File: src/rtl/uart_tx.sv
// UART transmitter: start bit, LSB-first payload, optional parity, stop bit.
// Bit period is set per frame from the prescale value captured at accept.
module uart_tx #(
    parameter int DATA_WIDTH     = 8,
    parameter int PRESCALE_WIDTH = 6
) (
    input  logic                      i_uart_clk,
    input  logic                      i_arst_n,
    input  logic [DATA_WIDTH-1:0]     i_data,
    input  logic                      i_data_valid,
    input  logic                      i_par_en,
    input  logic                      i_par_typ,
    input  logic [PRESCALE_WIDTH-1:0] i_prescale,
    output logic                      o_tx_out,
    output logic                      o_busy,
    output logic                      o_data_ack
);

    localparam int IDX_W = (DATA_WIDTH > 1) ? $clog2(DATA_WIDTH) : 1;
    localparam logic [IDX_W-1:0] LAST_IDX = IDX_W'(DATA_WIDTH - 1);

    typedef enum logic [2:0] {
        IDLE,
        START,
        DATA,
        PARITY,
        STOP
    } state_t;

    state_t                    state_q, state_d;
    logic [PRESCALE_WIDTH-1:0] cnt_q, cnt_d;
    logic [PRESCALE_WIDTH-1:0] p_q, p_d;
    logic [IDX_W-1:0]          idx_q, idx_d;
    logic [DATA_WIDTH-1:0]     data_q, data_d;
    logic                      par_en_q, par_en_d;
    logic                      par_typ_q, par_typ_d;
    logic                      tx_d, busy_d, ack_d;
    logic                      bit_done;
    logic                      load;

    // Next state, counters, frame capture and next registered outputs.
    always_comb begin
        state_d   = state_q;
        cnt_d     = cnt_q;
        p_d       = p_q;
        idx_d     = idx_q;
        data_d    = data_q;
        par_en_d  = par_en_q;
        par_typ_d = par_typ_q;
        load      = 1'b0;
        ack_d     = 1'b0;
        tx_d      = 1'b1;
        busy_d    = 1'b0;
        bit_done  = (cnt_q == p_q - PRESCALE_WIDTH'(1));

        unique case (state_q)
            IDLE: begin
                if (i_data_valid) load = 1'b1;
            end
            START: begin
                if (bit_done) state_d = DATA;
            end
            DATA: begin
                if (bit_done) begin
                    if (idx_q == LAST_IDX) begin
                        idx_d   = '0;
                        state_d = par_en_q ? PARITY : STOP;
                    end else begin
                        idx_d = idx_q + IDX_W'(1);
                    end
                end
            end
            PARITY: begin
                if (bit_done) state_d = STOP;
            end
            STOP: begin
                if (bit_done) begin
                    if (i_data_valid) load = 1'b1;
                    else state_d = IDLE;
                end
            end
            default: state_d = IDLE;
        endcase

        if (state_q != IDLE) begin
            cnt_d = bit_done ? '0 : cnt_q + PRESCALE_WIDTH'(1);
        end

        if (load) begin
            state_d   = START;
            data_d    = i_data;
            par_en_d  = i_par_en;
            par_typ_d = i_par_typ;
            p_d       = (i_prescale == '0) ? PRESCALE_WIDTH'(1) : i_prescale;
            cnt_d     = '0;
            idx_d     = '0;
            ack_d     = 1'b1;
        end

        unique case (state_d)
            IDLE:    tx_d = 1'b1;
            START:   tx_d = 1'b0;
            DATA:    tx_d = data_d[idx_d];
            PARITY:  tx_d = (^data_d) ^ par_typ_d;
            STOP:    tx_d = 1'b1;
            default: tx_d = 1'b1;
        endcase
        busy_d = (state_d != IDLE);
    end

    // State, frame context and output registers with synchronous reset.
    always_ff @(posedge i_uart_clk) begin
        if (!i_arst_n) begin
            state_q    <= IDLE;
            cnt_q      <= '0;
            p_q        <= '0;
            idx_q      <= '0;
            data_q     <= '0;
            par_en_q   <= 1'b0;
            par_typ_q  <= 1'b0;
            o_tx_out   <= 1'b1;
            o_busy     <= 1'b0;
            o_data_ack <= 1'b0;
        end else begin
            state_q    <= state_d;
            cnt_q      <= cnt_d;
            p_q        <= p_d;
            idx_q      <= idx_d;
            data_q     <= data_d;
            par_en_q   <= par_en_d;
            par_typ_q  <= par_typ_d;
            o_tx_out   <= tx_d;
            o_busy     <= busy_d;
            o_data_ack <= ack_d;
        end
    end

endmodule

File: config.mk
export PLATFORM = sky130hd
export DESIGN_NAME = uart_tx
export DESIGN_NICKNAME = d
export VERILOG_FILES = /design/src/rtl/uart_tx.sv
export SDC_FILE = /design/constraint.sdc
export NUM_CORES = 1
export LEC_CHECK = 0
export BUFFER_PORTS_ARGS = -buffer_cell sky130_fd_sc_hd__buf_2
export CAP_MARGIN = 10
export CORE_ASPECT_RATIO = 0.9
export CORE_MARGIN = 2
export CORE_UTILIZATION = 62
export CTS_CLUSTER_SIZE = 14
export DETAILED_ROUTE_END_ITERATION = 7
export PLACE_DENSITY_LB_ADDON = 0.15
export SLEW_MARGIN = 0
export SYNTH_ARGS = -nofsm -noshare
export SYNTH_HDL_FRONTEND = slang
export SYNTH_SLANG_ARGS = --single-unit
File: constraint.sdc
create_clock -name i_uart_clk -period 4.9 [get_ports i_uart_clk]
set_input_delay 0 -clock i_uart_clk [delete_from_list [all_inputs] [get_ports i_uart_clk]]
set_output_delay 0 -clock i_uart_clk [all_outputs]
set_load 0.1 [all_outputs]
==> out/qor.csv, run 1 <==
metric,value,unit
total track usage,30.45,%
Yosys top cell area share,32.61,%
P_sw,0.0001890,W
vias in the first global route,1723,
Tcrit/Tclk final,65.27,%
DR vias,1735,
Final Critical Period,3198,ps
proportion of layout cells with a drive suffix above 1,14.02,%
DR top layer,met4,
IO Count,22,
Die Ht,56.56,µm
clock-pin slew on the worst setup and hold paths,100,ps
initial cell density of the core,63.53,%
H-tree level count,2,
clock share of power,26.9,%
Worst Max-Slew Pin Slew,766.1,ps
crit-path max FO,18,
Final GP Congestion,0.9087,
number of vias per cell,5.670,
pwr dens,258.3,mW/mm²
remaining antenna violation count after routing,0,
"Slew Viols, Final",0,
Port Buffer Count,21,
drt wl/cell,15.38,µm
wire length on met3,268,µm
die width,62.40,µm
WL met2,2185,µm
drt total wl,4705,µm
Clock Tree Root,clkbuf_4,
clk_lat worst skew,350,ps
Yosys Warn Count,0,
Core Region,0.002995,mm²
TritonRoute pass-1 iters,4,
startpoint types,flop,
"Arr. time, crit path",3440,ps
area grow syn2layout,18.21,%
antenna violations before repair,0,
"EDFF count, synth",0,
"commonest non-fill, non-tap cell in the layout",nand2_1,
CTS tree,built,
"leading cell types in the layout, fill and taps excluded","41 x nand2_1, 31 x dfxtp_1, 21 x buf_2",
metal1 wirelength,2146,µm
largest net degree at the start of global routing,23,
First DRT Iteration DRCs,123,
sequential share of power,47.6,%
max frequency,312.7,MHz
Die Area,0.003529,mm²
CP Capture Type,flop,
Logic pwr share,25.5,%
Slew HR,47.47,%
Leak,0.8609,nW
"Top FF cell, synth",dfxtp_1,
sequential area share after synthesis,32.61,%
Syn Area/Cell,8.384,µm²
Residual DRC,0,
Detailed Place HPWL,3035,µm
mapped cell area,0.001903,mm²
Area contributors post-synth,"dfxtp_1 33%, xnor2_1 9.2%, nand2_1 8.1%, a21boi_0 5.9%, nor2_1 3.7%",
Switching Share,32.52,%
register bit total from synthesis,31,
Setup TNS,0,ps
ant diodes,0,
Final Skew,10.17,ps
nets,287,
clock buffer depth,2,
Synth async-reset ratio,0,%
first-pass GRT wire length,8231,µm
WS Path Type,flop to flop,
synth unique cells,47,
status,completed,
internal power,0.0003922,W
RSZ-0062 raised after global routing,no,
syn_nets,250,
VDD IR max,0.2068,mV
# Max-Cap Violations,0,
worst hold-check path type,input pin to flop,
Final setup viols,0,
Worst Path Required,5140,ps
Row Count,19,
cell count after synthesis,227,
GRT overflow,0,
post-synth top area cell,dfxtp_1,
Layout Utilization,75.10,%
CTS buffer count,5,
Hold Fails Final Rpt,0,
Clock Sink Count,31,
[critical path, stage by stage, from the launching register on]
cell and delay, ps:
dfxtp_1 400, inv_1 80, ha_1 240, xor2_1 150
o211ai_1 110, mux2i_1 600, o21ai_1 270, and2_1 420
a211o_1 330, o211a_1 210, a221o_1 280
[logic make-up (layout without fill, tap and decap cells)]
logic type	count (synthesis)	count (layout)	share of synthesized area [%]
flip-flops	31	31	32.61
AND/OR/NAND/NOR	88	88	23.14
AO/OA/AOI/OAI	54	54	21.63
adder cells (fa/ha/maj)	4	4	2.630
multiplexers	7	7	4.076
XOR/XNOR	28	28	12.89
buffers and inverters	15	52	3.024
[stage by stage]
step / hold WS, ps / cell area, µm² / setup WS, ps / instances / power [W]
after floorplan: 136.5 / 1903 / 2056 / 227 / 0.0003873
after global placement: 252.4 / 2033 / 1888 / 283 / 0.0004134
after detailed placement: 256.9 / 2033 / 1786 / 283 / 0.0004162
after CTS: 61.79 / 2250 / 1759 / 306 / 0.0005780
after global routing: 86.25 / 2250 / 1442 / 306 / 0.0006057
final: 64.97 / 2250 / 1702 / 306 / 0.0005812
[registers in the layout (all words and copies together), names as in the netlist]
signal and count:
o_data_ack 1, state_q 3, cnt_q 6, data_q 8, idx_q 3, o_busy 1, o_tx_out 1, par_typ_q 1
par_en_q 1, p_q 6
[cells in the mapped netlist, types with 3 or more instances]
library cell and instances:
a21boi_0 15, a21oi_1 8, and2_1 3, clkbuf_1 5, dfxtp_1 31, ha_1 4
inv_1 8, mux2i_1 4, nand2_1 41, nand3_1 3, nand4_1 4, nor2_1 19
nor3_1 3, o211ai_1 6, o21ai_0 6, xnor2_1 20, xor2_1 8
[power by group through the flow]
| stage | registers, W | clock network [W] | logic [W] |
|---|---|---|---|
| after CTS | 0.000277 | 0.000157 | 0.000144 |
| after detailed placement | 0.000283 | 0 | 0.000134 |
| final | 0.000277 | 0.000156 | 0.000148 |
| after floorplan | 0.000294 | 0 | 0.0000931 |
| after global placement | 0.000282 | 0 | 0.000132 |
| after global routing | 0.000279 | 0.000166 | 0.000161 |
[layout make-up]
cell class	instances	area (µm²)
Clock buffer	6	51.30
Tap cell	42	52.55
Multi-Input combinational cell	181	1225
Sequential cell	31	620.6
Inverter	8	30.03
Timing Repair Buffer	37	265.3
Clock inverter	1	5.005
Fill cell	242	745.7
[final timing paths]
check	start	end	slack (ps)	cells after the start
worst max-delay path	p_q[0]$_SDFFE_PN0N_	o_tx_out$_SDFF_PN1_	1700	10
worst min-delay path	i_arst_n	p_q[0]$_SDFFE_PN0N_	60	2
worst max register to register	p_q[0]$_SDFFE_PN0N_	o_tx_out$_SDFF_PN1_	1700	10
worst min register to register	par_typ_q$_SDFF_PN0_	par_typ_q$_SDFF_PN0_	490	2
[repair_timing]
item	in CTS	in global routing
hold endpoints to repair	16	0
hold buffers	16	0
setup buffers	0	0
resized for setup	0	0
[routing by layer]
layer  track usage (%)  vias to the layer above
met2             50.54                       49
met4             13.97                        0
met1             37.91                      799
met3             6.814                       11
li1                  -                      876
met5                 0                        -
(Power assumes the default switching activity.)
==> run 2: changes to the inputs <==
--- a/config.mk
+++ b/config.mk
@@ -9,7 +9,7 @@
 export CAP_MARGIN = 10
 export CORE_ASPECT_RATIO = 0.9
 export CORE_MARGIN = 2
-export CORE_UTILIZATION = 62
+export CORE_UTILIZATION = 58
 export CTS_CLUSTER_SIZE = 14
 export DETAILED_ROUTE_END_ITERATION = 7
 export PLACE_DENSITY_LB_ADDON = 0.15
==> constraint.sdc (replaced) <==
create_clock -name i_uart_clk -period 3.19 [get_ports i_uart_clk]
set_input_delay 0 -clock i_uart_clk [delete_from_list [all_inputs] [get_ports i_uart_clk]]
set_output_delay 0 -clock i_uart_clk [all_outputs]
set_load 0.1 [all_outputs]
==> run 2 against run 1 <==
Clock skew fell by 3.9 ps; highest routed layer unchanged; final cell count rose by 0.65%; critical path type unchanged; cell area rose by 1.1%.
==> out/qor.csv, run 2 (same netlist as run 1, synthesis figures left out) <==
metric,value,unit
initial cell density of the core,61.58,%
Final setup viols,0,
met1 Use GR,35.51,%
antenna violations before repair,0,
Residual DRC,0,
proportion of layout cells with a drive suffix above 1,15.79,%
routing usage on met2,41.82,%
Reg with most FFs,data_q,
clock-pin slew on the worst setup and hold paths,90,ps
Port Buffer Count,21,
M3 GR Usage,5.927,%
number of fill cells,231,
die width,64.38,µm
Worst Path Required,3410,ps
Logic pwr share,25.9,%
Tcrit/Tclk final,93.33,%
Slew HR,62.06,%
placed cell count,285,
"Slew Viols, Final",0,
worst hold-check path type,input pin to flop,
Final Critical Period,2977,ps
P_sw,0.0002779,W
biggest regs,"data_q (8), cnt_q (6), p_q (6)",
largest net degree at the start of global routing,23,
GRT overflow,0,
nets,289,
CTS buffer count,5,
number of flip-flops under the largest register name,8,
remaining antenna violation count after routing,0,
TritonRoute pass-1 iters,4,
DR vias,1728,
most used routing layer,met2,
Storage cell area,620.6,µm²
max frequency,335.9,MHz
Multi-input gate area,0.001235,mm²
internal power,0.0006062,W
startpoint types,flop,
drt total wl,4322,µm
"commonest non-fill, non-tap cell in the layout",nand2_1,
RSZ-0062 raised after global routing,no,
Die Ht,58.34,µm
total track usage,26.36,%
ant diodes,0,
Core Region,0.003090,mm²
Clock Sink Count,31,
WS Path Type,flop to flop,
final non-filler cell total,308,
status,completed,
Worst Max-Slew Pin Slew,558.0,ps
clk_lat worst skew,330,ps
Row Count,19,
"leading cell types in the layout, fill and taps excluded","41 x nand2_1, 31 x dfxtp_1, 21 x buf_2",
IO Count,22,
Final Skew,6.302,ps
first-pass GRT wire length,7590,µm
First DRT Iteration DRCs,105,
drt wl/cell,14.03,µm
clock share of power,25.9,%
H-tree level count,2,
Setup TNS,0,ps
postcts setup bufs,0,
Clock Tree Root,clkbuf_4,
number of vias per cell,5.610,
Detailed Place HPWL,2927,µm
crit-path max FO,6,
CTS tree,built,
CP Capture Type,flop,
area grow syn2layout,19.53,%
"Arr. time, crit path",3200,ps
sequential share of power,48.2,%
Hold Fails Final Rpt,0,
vias in the first global route,1606,
clock buffer depth,2,
Leak,0.8725,nW
Worst Hold Slack,87.22,ps
Die Area,0.003756,mm²
Switching Share,31.43,%
# Max-Cap Violations,0,
Final GP Congestion,0.8462,
VDD IR max,0.3029,mV
pwr dens,388.7,mW/mm²
run 2: worst max-delay path, stage by stage (launching register included):
cell and delay, ps:
dfxtp_1 360, or4_4 570, o21a_1 240, o211a_4 290, nand4_4 130, mux2_4 310
a211o_1 300, a311o_1 350, a221o_1 320
run 2: layout make-up:
type                    count  area share (%)
well taps                  42           2.310
clock inverters             1          0.2200
clock buffers               6           2.255
inverters                   8           1.320
repair buffers             39           12.32
multi-input cells         181           54.29
flip-flops and latches     31           27.28
run 2: per-stage QoR:
stage | util, % | power, W | setup WS [ps] | instance area [µm²]
2_1_floorplan | - | 0.0005949 | 346.5 | 1903
3_3_place_gp | 66.28 | 0.0006391 | 264.5 | 2048
3_5_place_dp | 66.28 | 0.0006416 | 124.1 | 2048
4_1_cts | 73.28 | 0.0008836 | 118.6 | 2265
5_1_grt | 73.60 | 0.0009368 | 5.498 | 2275
6_report | 73.60 | 0.0008841 | 212.9 | 2275
run 2: path summary, 6_finish.rpt:
path                         start                     to  slack, ps  depth (start not counted)
max            p_q[3]$_SDFFE_PN0N_    o_tx_out$_SDFF_PN1_        210                          8
min                   i_data_valid  state_q[2]$_SDFF_PN0_         90                          4
max reg2reg    p_q[3]$_SDFFE_PN0N_    o_tx_out$_SDFF_PN1_        210                          8
min reg2reg  par_en_q$_SDFFE_PN0N_  par_en_q$_SDFFE_PN0N_        480                          2
run 2: timing repair:
action / CTS / global route
gates resized for setup: 0 / 3
hold buffers: 16 / 0
setup endpoints to repair: 0 / 2
endpoints found under the hold margin: 16 / 0
run 2: power by group through the flow:
| stage | combinational [W] | clock [W] | sequential (W) |
|---|---|---|---|
| 2_1_floorplan | 0.000143 | 0 | 0.000452 |
| 3_3_place_gp | 0.000206 | 0 | 0.000433 |
| 3_5_place_dp | 0.000207 | 0 | 0.000434 |
| 4_1_cts | 0.000223 | 0.000236 | 0.000425 |
| 5_1_grt | 0.000252 | 0.000256 | 0.000429 |
| 6_report | 0.000229 | 0.000229 | 0.000426 |
run 2: per-layer routing:
layer,share of wire (%),vias to the layer above,wire [µm]
met5,0,-,0
met4,1.2,0,50
met3,5.5,6,239
met2,46,53,2004
met1,47,791,2028
li1,-,878,-
==> run 3: changes to the inputs <==
--- a/config.mk
+++ b/config.mk
@@ -7,7 +7,7 @@
 export LEC_CHECK = 0
 export BUFFER_PORTS_ARGS = -buffer_cell sky130_fd_sc_hd__buf_2
 export CAP_MARGIN = 10
-export CORE_ASPECT_RATIO = 0.9
+export CORE_ASPECT_RATIO = 2
 export CORE_MARGIN = 2
 export CORE_UTILIZATION = 58
 export CTS_CLUSTER_SIZE = 14
==> run 3 against run 2 <==
Sequential power hardly changed; cell area is 0.50% higher; total power is 9.4% higher; routed wire length is 3.8% higher; largest power group unchanged; clock skew is 2.5 ps higher; combinational power hardly changed.
==> out/qor.csv, run 3 (same netlist as run 1, synthesis figures left out) <==
metric,value,unit
status,completed,
WP buf/inv,1,
ant diodes,0,
nets,289,
die width,44.51,µm
Clock Tree Root,clkbuf_8,
slowest CP cell,mux2i_1,
Setup TNS,0,ps
Die Ht,85.01,µm
remaining antenna violation count after routing,0,
H-tree level count,2,
"Slew Viols, Final",0,
M3 GR Usage,4.255,%
"Arr. time, crit path",3180,ps
Final GP Congestion,0.8999,
Leak,0.8850,nW
total track usage,27.70,%
GRT overflow,0,
internal power,0.0006736,W
Place WS,145.1,ps
vias in the first global route,1843,
Logic pwr share,23.8,%
Hold Fails Final Rpt,0,
Hold Path Depth,2,
number of vias per cell,5.906,
IO Count,22,
area grow syn2layout,20.12,%
Worst Path Required,3360,ps
clock-pin slew on the worst setup and hold paths,60,ps
Multi-input gate area,0.001229,mm²
clock buffer depth,2,
crit-path max FO,9,
max incr delay on CP,410,ps
first-pass GRT wire length,7886,µm
Worst Max-Slew Pin Slew,583.3,ps
number of flip-flops under the largest register name,8,
CP Capture Type,flop,
initial cell density of the core,60.29,%
"leading cell types in the layout, fill and taps excluded","41 x nand2_1, 31 x dfxtp_1, 21 x buf_2",
Switching Share,30.36,%
worst hold-check path type,input pin to flop,
"commonest non-fill, non-tap cell in the layout",nand2_1,
biggest regs,"data_q (8), cnt_q (6), p_q (6)",
WS Path Type,flop to flop,
# Max-Cap Violations,0,
TritonRoute pass-1 iters,4,
Tcrit/Tclk final,94.41,%
Row Count,29,
routing usage on met2,48.22,%
Reg with most FFs,data_q,
Levels on crit path,10,
max frequency,332.0,MHz
startpoint types,flop,
antenna violations before repair,0,
Port Buffer Count,21,
Residual DRC,0,
pwr dens,423.2,mW/mm²
drt total wl,4487,µm
VDD IR max,0.4227,mV
clk_lat worst skew,280,ps
Final Critical Period,3012,ps
drt wl/cell,15.11,µm
worst-path cell chain,inv_1 > ha_1 > xor2_1 > o211ai_1 > mux2i_2 > nor3_4 > mux2i_1 > o211ai_1 > a311o_1 > a221o_1,
postcts setup bufs,0,
Slew HR,60.34,%
proportion of layout cells with a drive suffix above 1,15.04,%
worst r2r path cells,10,
CTS tree,built,
RSZ-0062 raised after global routing,no,
Die Area,0.003783,mm²
Core Region,0.003157,mm²
clock share of power,32.1,%
CTS buffer count,5,
Final Skew,8.757,ps
First DRT Iteration DRCs,69,
Setup WS post-layout,178.4,ps
P_sw,0.0002937,W
Final setup viols,0,
placed cell count,274,
Clock Sink Count,31,
number of fill cells,257,
sequential share of power,44.0,%
"CP delay by family, top",compound AO/OA/AOI/OAI gates,
most used routing layer,met2,
"most used cell, CP",o211ai_1,
DR vias,1754,
met1 Use GR,28.38,%
Storage cell area,620.6,µm²
final non-filler cell total,297,
largest net degree at the start of global routing,23,
Detailed Place HPWL,3314,µm
==> run 3: cell count changes in the layout (fill, tap and decap cells not counted) <==
cell,change
clkbuf_4,-5
clkbuf_8,+5
nor2_2,-1
mux2i_2,-1
mux2i_1,+1
nor2_1,+1
==> run 3: path summary, 6_finish.rpt <==
| path | from | to | slack (ps) |
|---|---|---|---|
| max | p_q[0]$_SDFFE_PN0N_ | o_tx_out$_SDFF_PN1_ | 180 |
| min reg2reg | par_en_q$_SDFFE_PN0N_ | par_en_q$_SDFFE_PN0N_ | 480 |
| min | i_arst_n | p_q[0]$_SDFFE_PN0N_ | 150 |
| max reg2reg | p_q[0]$_SDFFE_PN0N_ | o_tx_out$_SDFF_PN1_ | 180 |
==> run 3: power by group through the flow <==
stage          Clock [W]  Combinational [W]  Sequential, W
6_report        0.000311           0.000231       0.000426
5_1_grt         0.000332           0.000252       0.000428
4_1_cts         0.000314           0.000228       0.000426
3_5_place_dp           0           0.000212       0.000434
3_3_place_gp           0           0.000209       0.000433
2_1_floorplan          0           0.000143       0.000452
==> run 3: layer usage <==
metal	routed length (µm)	share of wire, %
met5	0	0
met4	240	5.3
met3	124	2.8
met2	2438	54
met1	1683	38
==> run 3: per-stage QoR <==
| step | power (W) | hold slack (ps) | utilization [%] | cell area [µm²] |
|---|---|---|---|---|
| finish | 0.0009673 | 145.8 | 72.41 | 2286 |
| global route | 0.001012 | 155.6 | 72.41 | 2286 |
| CTS | 0.0009677 | 137.4 | 72.29 | 2282 |
| detailed placement | 0.0006467 | 257.8 | 64.45 | 2034 |
| global placement | 0.0006426 | 249.6 | 64.45 | 2034 |
| floorplan | 0.0005949 | 136.5 | - | 1903 |
==> run 3: area by class of cell <==
class,count,share of cell area (%)
repair buffers,39,12.26
clock buffers,6,3.612
multi-input cells,181,53.75
inverters,8,1.314
clock inverters,1,0.2189
flip-flops and latches,31,27.15
well taps,31,1.697
==> run 3: repair_timing <==
item / CTS / global route
endpoints found under the hold margin: 16 / 0
setup endpoints to repair: 0 / 1
hold buffers: 16 / 0
gates resized for setup: 0 / 1
